<file path="src/rtl/ntt_addr_seq.sv">
// Address and twiddle sequencer for the NTT datapath: NTT (Cooley-Tukey), INTT (Gentleman-Sande),
// linear LOAD and linear/bit-reversed STORE, with issue pacing, inter-stage drain and stall.
module ntt_addr_seq #(
   parameter int LOGN       = 8,
   parameter int PACE       = 1,
   parameter int DRAIN      = 4,
   parameter int BREV_STORE = 1,
   parameter int SW         = 4
) (
   input  logic            clk,
   input  logic            rst,
   input  logic            start,
   input  logic [1:0]      mode,
   input  logic            stall,
   output logic            busy,
   output logic            addr_valid,
   output logic [LOGN-1:0] addr_a,
   output logic [LOGN-1:0] addr_b,
   output logic [LOGN-1:0] tw_idx,
   output logic [SW-1:0]   stage,
   output logic            last,
   output logic            done
);

   localparam int PW = (PACE > 1) ? $clog2(PACE) : 1;
   localparam int DW = (DRAIN > 1) ? $clog2(DRAIN) : 1;
   localparam logic [PW-1:0]   PACE_LAST  = PW'(PACE - 1);
   localparam logic [DW-1:0]   DRAIN_LAST = DW'((DRAIN > 0) ? DRAIN - 1 : 0);
   localparam logic [LOGN-1:0] ONES       = '1;
   localparam logic [LOGN-1:0] HALF       = LOGN'(1) << (LOGN - 1);
   localparam logic [SW-1:0]   S_LAST     = SW'(LOGN - 1);

   localparam logic [1:0] S_IDLE  = 2'd0;
   localparam logic [1:0] S_ISSUE = 2'd1;
   localparam logic [1:0] S_DRAIN = 2'd2;
   localparam logic [1:0] S_DONE  = 2'd3;

   logic [1:0]      state;
   logic [1:0]      mode_q;
   logic [LOGN-1:0] j;
   logic [SW-1:0]   s;
   logic [PW-1:0]   pace;
   logic [DW-1:0]   dcnt;

   logic            linear;
   logic            more_stages;
   logic            final_slot;
   logic [LOGN-1:0] j_last;
   logic [SW-1:0]   sh;
   logic [LOGN-1:0] len, g, k, a_full, b_full, tw_full, rev;
   logic [LOGN-1:0] a_next, b_next, tw_next;
   logic [SW-1:0]   stage_next;

   always_comb begin
      linear      = mode_q[1];
      more_stages = !linear && (s != S_LAST);
      j_last      = linear ? ONES : (ONES >> 1);
      final_slot  = (j == j_last) && !more_stages;
      sh          = S_LAST - s;

      // INTT: len doubles per stage and tw = (N>>s)-1-g, written as a shifted mask to stay in LOGN bits
      if (mode_q == 2'b01) begin
         len     = LOGN'(1) << s;
         g       = j >> s;
         tw_full = (ONES >> s) - g;
      end else begin
         len     = HALF >> s;
         g       = j >> sh;
         tw_full = (LOGN'(1) << s) + g;
      end
      k      = j & (len - LOGN'(1));
      a_full = ((g * len) << 1) + k;
      b_full = a_full + len;

      rev = '0;
      for (int unsigned i = 0; i < LOGN; i++) rev[i] = j[LOGN-1-i];

      a_next     = '0;
      b_next     = '0;
      tw_next    = '0;
      stage_next = '0;
      case (mode_q)
         2'b00, 2'b01: begin
            a_next     = a_full;
            b_next     = b_full;
            tw_next    = tw_full;
            stage_next = s;
         end
         2'b10:   a_next = j;
         default: a_next = (BREV_STORE == 1) ? rev : j;
      endcase
   end

   always_ff @(posedge clk or posedge rst) begin
      if (rst) begin
         state      <= S_IDLE;
         mode_q     <= '0;
         j          <= '0;
         s          <= '0;
         pace       <= '0;
         dcnt       <= '0;
         busy       <= 1'b0;
         addr_valid <= 1'b0;
         addr_a     <= '0;
         addr_b     <= '0;
         tw_idx     <= '0;
         stage      <= '0;
         last       <= 1'b0;
         done       <= 1'b0;
      end else begin
         addr_valid <= 1'b0;
         last       <= 1'b0;
         done       <= 1'b0;
         case (state)
            S_IDLE: begin
               if (start) begin
                  mode_q <= mode;
                  j      <= '0;
                  s      <= '0;
                  pace   <= '0;
                  busy   <= 1'b1;
                  state  <= S_ISSUE;
               end
            end
            S_ISSUE: begin
               if (!stall) begin
                  if (pace == '0) begin
                     addr_valid <= 1'b1;
                     addr_a     <= a_next;
                     addr_b     <= b_next;
                     tw_idx     <= tw_next;
                     stage      <= stage_next;
                     last       <= final_slot;
                  end
                  // With PACE=1 the slot start and slot completion fall on the same edge
                  if (pace == PACE_LAST) begin
                     pace <= '0;
                     if (j == j_last) begin
                        j <= '0;
                        if (DRAIN == 0) begin
                           if (more_stages) s <= s + 1'b1;
                           else             state <= S_DONE;
                        end else begin
                           dcnt  <= '0;
                           state <= S_DRAIN;
                        end
                     end else begin
                        j <= j + 1'b1;
                     end
                  end else begin
                     pace <= pace + 1'b1;
                  end
               end
            end
            S_DRAIN: begin
               if (!stall) begin
                  if (dcnt == DRAIN_LAST) begin
                     if (more_stages) begin
                        s     <= s + 1'b1;
                        state <= S_ISSUE;
                     end else begin
                        state <= S_DONE;
                     end
                  end else begin
                     dcnt <= dcnt + 1'b1;
                  end
               end
            end
            default: begin
               done  <= 1'b1;
               busy  <= 1'b0;
               state <= S_IDLE;
            end
         endcase
      end
   end

endmodule

</file>
<file path="config.mk">
export PLATFORM = sky130hd
export DESIGN_NAME = ntt_addr_seq
export DESIGN_NICKNAME = d
export VERILOG_FILES = /design/src/rtl/ntt_addr_seq.sv
export SDC_FILE = /design/constraint.sdc
export NUM_CORES = 1
export LEC_CHECK = 0
export CAP_MARGIN = 20
export CORE_UTILIZATION = 30
export DETAILED_ROUTE_END_ITERATION = 10
export PLACE_DENSITY = 0.5
export SYNTH_ARGS = -nofsm -noshare
export SYNTH_HDL_FRONTEND = slang
export SYNTH_SLANG_ARGS = --single-unit
</file>
<file path="constraint.sdc">
create_clock -name clk -period 5.6 [get_ports clk]
set_clock_uncertainty 0.05 [all_clocks]
set_input_delay 1.12 -clock clk [delete_from_list [all_inputs] [get_ports clk]]
set_output_delay 1.12 -clock clk [all_outputs]
set_load 0.01 [all_outputs]
</file>
Word-level counts from Yosys, hierarchy flattened
Index checks and enable logic that the tools add are counted.
{"block": "op_classes", "eq_ne": 15, "addsub": 10, "reduce_logical": 20, "muxes": 45, "bitwise": 4, "mul": 1, "n_shift": 5}
{"op": "two-way mux 8 bit", "count": 10}
{"op": "one-hot mux 8 bit (2 select lines)", "count": 2}
{"op": "adder 8 bit", "count": 3}
{"op": "two-way mux 2 bit", "count": 12}
{"op": "two-way mux 4 bit", "count": 5}
{"op": "!= test 2 bit, second input constant", "count": 8}
{"op": ">> shifter 8 x 4 -> 8 bit", "count": 2}
{"op": ">> shifter 8 x 4 -> 8 bit, first input constant", "count": 2}
{"op": "AND reduction 6 bit", "count": 2}
{"op": "two-way mux 1 bit", "count": 11}
{"op": "adder 8 x 1 -> 8 bit, second input constant", "count": 1}
{"op": "AND 8 bit", "count": 1}
{"op": "equality test 8 bit", "count": 1}
{"op": "multiplier 8 x 8 -> 7 bit", "count": 1}
{"op": "one-hot mux 4 bit (2 select lines)", "count": 1}
{"op": "left shift 1 x 4 -> 8 bit, first input constant", "count": 1}
{"op": "subtractor 8 x 1 -> 8 bit, second input constant", "count": 1}
{"op": "subtractor 8 bit", "count": 1}
{"op": "equality test 2 bit, second input constant", "count": 3}
{"op": "one-hot mux 2 bit (3 select lines)", "count": 1}
{"op": "AND reduction 3 bit", "count": 2}
{"op": "nonzero test 2 bit", "count": 3}
{"op": "AND reduction 5 bit", "count": 1}
{"op": "adder 4 x 1 -> 4 bit, second input constant", "count": 1}
{"op": "15 further kinds", "count": 24}
{"block": "word_totals", "input_bits": 6, "output_inout_bits": 32, "wordCells": 114, "reg_bits": 51}

Logic depth before layout (Yosys ltp)
{"block": "depth", "word_depth": 7, "mapped_depth": 26, "depth_no_buf": 25}

Worst setup path after synthesis
OpenSTA, ideal clock, no wires.
{"block": "synth_timing", "kind": "register to register", "startpoint": "reg s[1]", "endpoint": "reg addr_b[7]", "arrival_ns": 5.752, "n_path_buf": 3, "path_stages_with_launch": 24, "period_less_slack_ns": 5.923, "required_ns": 5.429, "path_slack_ns": -0.323, "setup_time_ns": 0.121, "path_cell_list": "dfrtp_1 > buf_6 > buf_6 > clkbuf_1 > inv_1 > ha_1 > a2bb2oi_2 > nor2_2 > inv_1 > or3_1 > fa_1 > inv_1 > ha_1 > fa_1 > fa_1 > ha_1 > xnor2_1 > ha_1 > a21oi_1 > xnor3_1 > xnor2_1 > xnor2_1 > xnor2_1 > a22o_1"}
{"block": "synth_between", "elab_chain_cells": 7, "elab_cells_between_ends": 13, "cone_classes": "add/sub: 4; mul: 1; shift: 4; mux: 3; bitwise: 1"}
{"item": "from (decl)", "line": "41", "source": "logic [SW-1:0] s;"}
{"item": "from (signal assigned)", "line": "141", "source": "if (more_stages) s <= s + 1'b1;"}
{"item": "from (signal assigned)", "line": "159", "source": "s <= s + 1'b1;"}
{"item": "subtractor 3 x 4 -> 4 bit, or another cell as far along", "line": "59", "source": "sh = S_LAST - s;"}
{"item": ">> shifter 8 x 4 -> 8 bit / two-way mux 8 bit (equally long branches)", "line": "68, 62"}
{"item": "two-way mux 8 bit / subtractor 8 x 1 -> 8 bit (equally long branches)", "line": "62, 71"}
{"item": "multiplier 8 x 8 -> 7 bit / AND 8 bit (equally long branches)", "line": "72, 71"}
{"item": "adder 8 bit", "line": "72", "source": "a_full = ((g * len) << 1) + k;"}
{"item": "adder 8 bit (*)", "line": "73", "source": "b_full = a_full + len;"}
{"item": "two-way mux 8 bit (*)", "line": "82", "source": "case (mode_q)"}
{"item": "to (signal assigned)", "line": "130", "source": "addr_b <= b_next;"}
{"item": "to (decl)", "line": "18", "source": "output logic [LOGN-1:0] addr_b,"}
Mark *: on every way between the ends. The rest lies on a longest branch, timed or not.
A chain may end at the register's enable or synchronous reset.

Worst setup path after layout
Same ends and word-level chain as after synthesis.

==> results.yml <==
finish:
  final_util_pct: 41.29
  fillers: 1686
  final_common_cell: "buf_4"
  n_antenna_cell: 0
  drive_above_1_share_pct: 25.45
  fin_nets: 784
  seq_area_sq_um: 1259
  syn_to_final_growth_pct: 33.28
  layout_common_cells: "92 x buf_4, 57 x nand2_1, 44 x dfrtp_1"
  final_cell_area_sq_um: 6920
  multi_input_area_sq_um: 3881
detailed_routing:
  dr_total_vias: 4691
  drc: 0
  via_per_inst: 5.017
  ant_nets: 0
  drt_iter0_drc: 306
  firstDrtPassIters: 5
  routed_wl_mm: 15.22
  routedWlPerCell_um: 16.27
global_routing:
  grt_usage_pct: 17.68
  grt_pass1_vias: 4666
  grt_max_degree: 46
  grt_pass1_wl_mm: 24.90
  antenna_found_initial: 0
  grt-ovfl-total: 0
worst_setup_path:
  worst-path-buf-inv: 3
  crit_required_ps: 5750
  crit_path_max_incr_delay_ps: 560
  timing.rr.start: "s[1]$_DFFE_PP0P_"
  crit_fanout: 8
  path_cells: "buf_6 -> mux4_2 -> nand3_2 -> and2_4 -> or3_4 -> fa_1 -> inv_2 -> ha_4 -> fa_1 -> fa_1 -> ha_4 -> xnor2_2 -> ha_1 -> buf_4 -> xnor2_1 -> ha_1 -> a21oi_1 -> xnor2_1 -> xnor2_1 -> a22o_1"
  arrival_ps: 5730
  cp-end-kind: "flop"
  r2r_slack_ps: 20
  cp_slowest_cell: "fa_1"
  critical-path-top-delay-family: "adder cells"
  r2r_end: "addr_b[7]$_DFFE_PP0P_"
  critical_path.startpoint: "s[1]$_DFFE_PP0P_"
  crit_end: "addr_b[7]$_DFFE_PP0P_"
  worst-r2r-cell-count: 20
  start_kind: "flop"
  cp_num_cells: 20
  critPathKind: "reg -> reg"
cts:
  h-tree-depth: 2
  path_clk_slew_ps: 80
  cts_hold_buf: 0
  cts_tree: "built"
  root_buffer: "clkbuf_16"
  cts_buffers: 5
  insertion_delay_ps: 310
  cts.sinks: 50
  cts_buffer_depth: 2
place:
  gp_congestion: 0.8627
  placed_cell_area_sq_um: 6370
  dpl.hpwl_mm: 11.88
  numPortBuffers: 37
  dp_slack_ps: -546.9
worst_hold_path:
  hold_class: "reg -> reg"
timing:
  worstMarginPinSlew_ps: 556.0
  fin_crit_ps: 5577
  setup_violations: 0
  slew_viol_final: 0
  finalHoldViolCount: 0
  holdWs_ps: 433.9
  rsz0062_at_grt: "true"
  slew_headroom_pct: 62.68
  fmax_ghz: 0.1793
  post-route-period-util_pct: 99.58
  fin_ws_ps: 23.34
  setup_tns_ps: 0
power:
  p_leak_nw: 3.172
  vdd_drop_max_mv: 0.1782
  power.density_nw_per_um2: 381.0
synthesis:
  synth_top_area_share_pct: 24.10
  synth_edf_count: 0
  synth-warning-count: 0
  synth.distinct_cells: 64
  synth_top_cells_by_area: "dfrtp_1 24%, ha_1 13%, xnor2_1 4.4%, nand2_1 4.3%, fa_1 4.2%"
  synth_top_cell_by_area: "dfrtp_1"
  seq_area_frac_synth_pct: 24.10
  synth_cells: 607
  synthFlopType: "dfrtp_1"
  syn-cell-area_sq_um: 5192
  syn_avg_cell_area_sq_um: 8.554
  ys_ff_latch: 50
  ys_async_sr_fraction_pct: 100.0
floorplan:
  die_area_sq_um: 17840
  initial_core_util_pct: 30.98
  die_y_um: 133.6
  die_w_um: 133.6
  row_count: 47
  fp.coreArea_sq_um: 16760
  io_pins: 38
status:
  outcome: "finished, final reports clean"
job:
  cap_violations: 0
[tightest hold or removal path: cells and delay by family (launching register included)]
kind / cells / cell delay [ps]
AOI/OAI and AO/OA: 1 / 50
DFF: 1 / 350
and+or+nand+nor: 1 / 50
[cells by family after synthesis]
logic type	Yosys count	synth area share, %
compound gates	156	19.83
xor+xnor	37	7.036
fa+ha+maj	64	17.01
buf+inv	82	6.891
flops	50	24.10
mux	35	8.265
other cells	1	0.07222
simple gates	182	16.80
[cell usage after synthesis, types with 7 or more instances]
cell type  count
mux2i_1       22
xnor2_1       26
fa_1          11
nand2_1       60
buf_2          7
a21o_1        10
o21ai_0       44
nand3_1       15
clkbuf_1      23
nor3_1        16
o31ai_1        7
dfrtp_1       50
nand2b_1      13
ha_1          53
and2_1        11
xor2_1         8
a21oi_1       41
a22o_1        16
inv_1         43
nor2_1        39
[per-stage QoR]
step	total power [mW]	cells
global route	2.843	935
global placement	2.160	910
CTS	2.559	924
detailed placement	2.183	912
floorplan	1.562	608
finish	2.637	935
[state kept, by name, summed over array words and instances, names as in the netlist, 2 cells and up]
| register | cells |
|---|---|
| mode_q | 2 |
| addr_b | 8 |
| j | 8 |
| addr_a | 8 |
| stage | 4 |
| dcnt | 2 |
| state | 2 |
| tw_idx | 8 |
| s | 4 |
[layout make-up]
type	instances	share of cell area, %
clock buffer	5	1.808
clock inverter	3	0.4158
inverter	45	2.477
multi-input combinational	476	56.08
sequential	50	18.19
tap	220	3.978
timing repair buffer	136	17.05
[power breakdown]
group	switching (mW)	total, mW	leakage, nW	internal (mW)
logic	0.909	1.74	2.44	0.834
clock network	0.164	0.335	0.0759	0.171
registers	0.0879	0.558	0.659	0.470
total	1.16	2.64	3.17	1.48
[timing repair]
action                                  in CTS  in global routing
resized for setup                           13                 41
endpoints found under the setup margin       3                  4
cloned                                       0                  1
pin swaps                                    9                 23
setup buffers                                4                 10
[worst min path at each step]
stage	to	cells past startpoint	startpoint	slack [ps]
global placement	addr_a[7]$_DFFE_PP0P_	2	addr_a[7]$_DFFE_PP0P_	410
floorplan	dcnt[1]$_DFFE_PP0P_	1	dcnt[1]$_DFFE_PP0P_	440
finish	stage[2]$_DFFE_PP0P_	2	stage[2]$_DFFE_PP0P_	430
global route	tw_idx[3]$_DFFE_PP0P_	2	tw_idx[3]$_DFFE_PP0P_	450
detailed placement	tw_idx[3]$_DFFE_PP0P_	2	tw_idx[3]$_DFFE_PP0P_	420
CTS	tw_idx[3]$_DFFE_PP0P_	2	tw_idx[3]$_DFFE_PP0P_	440
[routing by layer]
| layer | up-vias | wire (um) | GRT usage (%) | part of all wire, % |
|---|---|---|---|---|
| met5 | - | 0 | 0 | 0 |
| met4 | 0 | 176 | 4.040 | 1.2 |
| met3 | 11 | 407 | 2.283 | 2.7 |
| met2 | 64 | 7400 | 29.17 | 49 |
| met1 | 2285 | 7232 | 24.47 | 48 |
| li1 | 2331 | - | - | - |
Power figures use the tool's default switching activity.
